--- src/rtl/wb_dest_pipe.sv ---
// Destination-register pipeline: picks a write address from the instruction and carries
// it through DEPTH stages, with per-stage operand matching and a youngest-match forward select.
// Optional retired-write counter (retired_cnt port) when WBDEST_PERF_EN is defined.

module wb_dest_stage #(
    parameter int ADDR_W = 5
) (
    input  logic              clk,
    input  logic              reset,
    input  logic [ADDR_W-1:0] d_addr,
    input  logic              d_we,
    input  logic [ADDR_W-1:0] rs_q,
    input  logic [ADDR_W-1:0] rt_q,
    output logic [ADDR_W-1:0] q_addr,
    output logic              q_we,
    output logic              rs_hit,
    output logic              rt_hit
);

    always_ff @(posedge clk) begin
        if (reset) begin
            q_addr <= '0;
            q_we   <= 1'b0;
        end else begin
            q_addr <= d_addr;
            q_we   <= d_we;
        end
    end

    // Register 0 is never a real producer, so a zero query never matches.
    assign rs_hit = q_we & (q_addr == rs_q) & (rs_q != '0);
    assign rt_hit = q_we & (q_addr == rt_q) & (rt_q != '0);

endmodule

module wb_dest_pipe #(
    parameter int          ADDR_W  = 5,
    parameter int          DEPTH   = 3,
    parameter int unsigned RA_ADDR = 31,
    localparam int         SEL_W   = $clog2(DEPTH + 1)
) (
    input  logic                      clk,
    input  logic                      reset,
    input  logic [31:0]               instr,
    input  logic                      in_valid,
    input  logic [1:0]                dst_sel,
    input  logic                      reg_we,
    input  logic                      stall,
    input  logic                      flush,
    input  logic [ADDR_W-1:0]         rs_q,
    input  logic [ADDR_W-1:0]         rt_q,
    output logic [DEPTH*ADDR_W-1:0]   stage_addr,
    output logic [DEPTH-1:0]          stage_we,
    output logic [ADDR_W-1:0]         wb_addr,
    output logic                      wb_we,
    output logic [DEPTH-1:0]          rs_hit,
    output logic [DEPTH-1:0]          rt_hit,
    output logic [SEL_W-1:0]          rs_fwd,
    output logic [SEL_W-1:0]          rt_fwd
`ifdef WBDEST_PERF_EN
    ,output logic [31:0]              retired_cnt
`endif
);

    typedef struct packed {
        logic              we;
        logic [ADDR_W-1:0] addr;
    } dest_t;

    dest_t                       sel_d;
    logic                        bubble;
    logic [DEPTH:0]              vld_pipe;
    logic [DEPTH:0][ADDR_W-1:0]  addr_pipe;
    logic                        unused_instr;

    assign unused_instr = ^instr;

    always_comb begin
        sel_d.addr = '0;
        case (dst_sel)
            2'b01:   sel_d.addr = instr[16 +: ADDR_W];
            2'b10:   sel_d.addr = instr[11 +: ADDR_W];
            2'b11:   sel_d.addr = ADDR_W'(RA_ADDR);
            default: sel_d.addr = '0;
        endcase
        sel_d.we = in_valid & reg_we & (dst_sel != 2'b00) & (sel_d.addr != '0);
    end

    // Stall and flush both just turn the entering instruction into a bubble.
    assign bubble       = stall | flush;
    assign vld_pipe[0]  = sel_d.we & ~bubble;
    assign addr_pipe[0] = vld_pipe[0] ? sel_d.addr : '0;

    genvar k;
    generate
        for (k = 0; k < DEPTH; k++) begin : g_stage
            wb_dest_stage #(.ADDR_W(ADDR_W)) u_stage (
                .clk    (clk),
                .reset  (reset),
                .d_addr (addr_pipe[k]),
                .d_we   (vld_pipe[k]),
                .rs_q   (rs_q),
                .rt_q   (rt_q),
                .q_addr (addr_pipe[k+1]),
                .q_we   (vld_pipe[k+1]),
                .rs_hit (rs_hit[k]),
                .rt_hit (rt_hit[k])
            );
        end
    endgenerate

    assign stage_addr = addr_pipe[DEPTH:1];
    assign stage_we   = vld_pipe[DEPTH:1];
    assign wb_addr    = addr_pipe[DEPTH];
    assign wb_we      = vld_pipe[DEPTH];

    // Scan oldest to youngest so the youngest producer wins.
    always_comb begin
        rs_fwd = '0;
        rt_fwd = '0;
        for (int i = DEPTH - 1; i >= 0; i--) begin
            if (rs_hit[i]) rs_fwd = SEL_W'(i + 1);
            if (rt_hit[i]) rt_fwd = SEL_W'(i + 1);
        end
    end

`ifdef WBDEST_PERF_EN
    logic [31:0] perf_cnt;

    always_ff @(posedge clk) begin
        if (reset)      perf_cnt <= '0;
        else if (wb_we) perf_cnt <= perf_cnt + 32'd1;
    end

    assign retired_cnt = perf_cnt;
`endif

endmodule

--- config.mk ---
export PLATFORM = sky130hd
export DESIGN_NAME = wb_dest_pipe
export DESIGN_NICKNAME = d
export VERILOG_FILES = /design/src/rtl/wb_dest_pipe.sv
export SDC_FILE = /design/constraint.sdc
export NUM_CORES = 1
export LEC_CHECK = 0
export ABC_AREA = 1
export BUFFER_PORTS_ARGS = -buffer_cell sky130_fd_sc_hd__clkbuf_2
export CAP_MARGIN = 30
export CORE_AREA = 5 5 71 57
export CTS_BUF_LIST = sky130_fd_sc_hd__clkbuf_16
export CTS_CLUSTER_DIAMETER = 40
export DETAILED_ROUTE_END_ITERATION = 10
export DIE_AREA = 0 0 76 62
export GPL_ROUTABILITY_DRIVEN = 0
export PLACE_DENSITY = 0.77
export SLEW_MARGIN = 25
export SYNTH_ARGS = -nofsm -noshare
export SYNTH_HDL_FRONTEND = slang
export SYNTH_SLANG_ARGS = --single-unit
--- constraint.sdc ---
create_clock -name clk -period 1.3 [get_ports clk]
set_input_delay 0.065 -clock clk [delete_from_list [all_inputs] [get_ports clk]]
set_output_delay 0.065 -clock clk [all_outputs]
set_load 0.05 [all_outputs]
==> results.toml <==
[global_routing]
grt_remaining_overflow = 0
met2_usage = 0.278
grt_pass1_wl_mm = 5.97
grt.total_usage = 0.159
grt_start_max_net_pins = 13
use_met1 = 0.191
gr-max-usage-layer = "met2"
number_of_antenna_violations_at_the_first_check_in_global_routing = 0
use_met3 = 0.0533
grt_pass1_vias = 1318

[sta]
whs_ps = 90.4
tightestPinTransition_ps = 278
setup-tns-final_ps = -1100
report.final.hold_viol_count = 0
grt_setup_unrepaired = "true"
timing.final.crit_share = 1.15
slew_violations = 0
post-route-worst-setup-slack_ps = -197
setup_viol_count_final = 10
finClkSkew_ps = 6.57
post-route-min-period_ps = 1500
max-slew-margin-rel = 0.813
maxClockFrequency_ghz = 0.668

[critical_path]
crit_path_max_fanout = 4
reg2reg_to = "g_stage[1].u_stage.q_we$_SDFF_PP0_"
reg2reg_from = "g_stage[0].u_stage.q_we$_SDFF_PP0_"
worst-r2r-setup-slack_ps = 730
setup.worst_path.start_class = "register"
cp_data_arrival_time_ps = 1430
r2r.worst_path.cells = 2
endpoint_kind = "output pin"
critPathKind = "reg -> out"
worst_ep_required_time_ps = 1240

[placed_design]
dp_slack_ps = 38.3
detailed_place.area_sq_um = 1720
place_inst = 322
port-buffer-count = 61
dp.final_hpwl_mm = 2.95

[floorplanning]
die_area_sq_um = 4710
die-width_microns = 76
floorplan.die.height_microns = 62
initial_utilization = 0.407
row_count = 18
core_area_sq_um = 3220
pin_count = 84

[synth]
postSynthAreaPerCell_sq_um = 5.60
syn-cell-area_sq_um = 1310
netlist.area_leader.share = 0.275
synth.yosys.warnings = 0
synth_top_area_cell = "sky130_fd_sc_hd__dfxtp_1"
combinational_family_with_the_most_area_after_synthesis = "simple AND/OR/NAND/NOR gates"
synthSimpleGateAreaFrac = 0.475
synth-adder-area-share = 0
yosys.cell_types.count = 22
synth.yosys.seq_area_share = 0.275
synth-xor-area-share = 0.0201
postSynthRegisterBits = 18
synthMuxAreaShare = 0
post_synth_inst_count = 234
synthesis.nets = 284
synth-compound-area-share = 0.0525
synth.area.top_cells = "sky130_fd_sc_hd__dfxtp_1 (28%), sky130_fd_sc_hd__nand2_1 (28%), sky130_fd_sc_hd__nor2_1 (13%)"

[cts]
tritoncts_num_sinks = 18
cts_tree = "built"
clock_pin_transition_on_the_worst_setup_and_hold_timing_paths_ps = 60
htree_num_levels = 1
tritoncts.num_buffers = 3
cts.path.max_buffers = 2
ctsRootBufferMaster = "sky130_fd_sc_hd__clkbuf_16"
insertion_delay_ps = 250

[layout]
antenna_cells_inserted = 0
num-nets-final = 341
share_of_cells_above_drive_strength_1 = 0.462
layout_commonest_cell = "sky130_fd_sc_hd__nand2_1"
synthToLayoutAreaGrowth_pct = 50.1
mostFrequentLayoutCells = "sky130_fd_sc_hd__nand2_1 (84), sky130_fd_sc_hd__clkbuf_2 (51), sky130_fd_sc_hd__nor2_1 (37)"
finalInstanceArea_sq_um = 1970
fin_cells = 330

[route]
route.vias.total = 1525
final_ant_viol_nets = 0
dr.pass1.iters = 4
average_wire_per_standard_cell_microns = 11.1
detailedRoute.firstIterationViolations = 96
drt_drc_violations_left = 0
detail_route.wirelength_mm = 3.66
via_per_inst = 4.62

[power]
vdd_ir_drop_max_v = 0.000360
cell_leakage_power_nw = 1.02
p_per_area_nw_per_um2 = 701

[hold_path]
hold-path-endpoint = "g_stage[0].u_stage.q_addr[0]$_SDFF_PP0_"
holdPathStages = 4
hold_path_class = "in -> reg"
hold_path_startpoint = "stall"

[flow_run]
cap_violations = 0

[run_status]
violated_checks = "negative setup slack"
outcome = "complete, but fails checks"
[stage by stage]
stage | util | power [W]
after detailed placement | 0.533 | 0.000742
after floorplan | - | 0.000667
after global routing | 0.611 | 0.00144
after CTS | 0.589 | 0.00137
final | 0.611 | 0.00138
after global placement | 0.533 | 0.000739
[routing by layer]
metal  vias to the layer above  share of wire
li1                        801              -
met1                       658           0.41
met2                        64           0.48
met3                         2           0.10
met4                         0         0.0076
met5                         -              0
[worst max path at each step]
stage,start,to,slack (ps),depth (start not counted)
4_1_cts,g_stage[2].u_stage.q_addr[2]$_SDFF_PP0_,rt_fwd[0],-190,9
3_3_place_gp,g_stage[1].u_stage.q_addr[1]$_SDFF_PP0_,rt_fwd[1],60,9
6_report,g_stage[2].u_stage.q_addr[1]$_SDFF_PP0_,rt_fwd[1],-200,9
3_5_place_dp,g_stage[2].u_stage.q_addr[1]$_SDFF_PP0_,rt_fwd[1],40,9
5_1_grt,g_stage[1].u_stage.q_addr[1]$_SDFF_PP0_,rs_fwd[1],-300,9
2_1_floorplan,g_stage[1].u_stage.q_addr[0]$_SDFF_PP0_,rt_fwd[1],-6,8
[critical path: stages (launching register included)]
cell and delay [ps]:
sky130_fd_sc_hd__dfxtp_4 370, sky130_fd_sc_hd__inv_2 40, sky130_fd_sc_hd__nand2_2 50, sky130_fd_sc_hd__nand2_2 50, sky130_fd_sc_hd__nor2_2 120, sky130_fd_sc_hd__nand2_2 70
sky130_fd_sc_hd__nor2_4 170, sky130_fd_sc_hd__nor2_4 50, sky130_fd_sc_hd__nor2_4 120, sky130_fd_sc_hd__buf_12 140
[layout make-up]
type	count	area (sq um)
inverter	30	115
timing repair buffer	68	479
fill	320	1250
clock buffer	3	75.1
tap	40	50.0
clock inverter	1	3.75
multi-input combinational	170	830
sequential	18	414
[cells in the mapped netlist]
master	n
sky130_fd_sc_hd__a21oi_1	4
sky130_fd_sc_hd__and2_1	1
sky130_fd_sc_hd__buf_4	14
sky130_fd_sc_hd__buf_6	1
sky130_fd_sc_hd__clkbuf_1	1
sky130_fd_sc_hd__dfxtp_1	18
sky130_fd_sc_hd__inv_1	29
sky130_fd_sc_hd__inv_2	1
sky130_fd_sc_hd__nand2_1	96
sky130_fd_sc_hd__nand3_1	3
sky130_fd_sc_hd__nand3_2	1
sky130_fd_sc_hd__nand4_1	2
sky130_fd_sc_hd__nor2_1	46
sky130_fd_sc_hd__nor2_2	3
sky130_fd_sc_hd__nor2b_2	1
sky130_fd_sc_hd__nor3_1	1
sky130_fd_sc_hd__o21ai_0	5
sky130_fd_sc_hd__o21ai_1	1
sky130_fd_sc_hd__o21bai_4	1
sky130_fd_sc_hd__or2_0	1
sky130_fd_sc_hd__or2_2	1
sky130_fd_sc_hd__xnor2_1	3
[flip-flops by register name (all words and copies together), names as in the netlist]
| signal | flops |
|---|---|
| g_stage.u_stage.q_we | 3 |
| g_stage.u_stage.q_addr | 15 |
[power by group]
group          switching [W]  internal (W)
combinational       0.000134     0.0000818
sequential        0.00000431      0.000530
clock               0.000219      0.000409
total               0.000357       0.00102
[logic make-up (layout without fill, tap and decap cells)]
group | after synthesis | after routing
and+or+nand+nor | 156 | 156
buffers and inverters | 46 | 102
DFF | 18 | 18
AOI/OAI and AO/OA | 11 | 11
xor gates and xnor gates | 3 | 3
[what timing repair did]
item | CTS | global route
hold buffers | 0 | 0
buffers inserted | 3 | 1
hold endpoints to repair | 0 | 0
pin swaps | 20 | 14
setup endpoints to repair | 10 | 10
cloned | 0 | 0
resized for setup | 34 | 21
(Power assumes the default switching activity.)
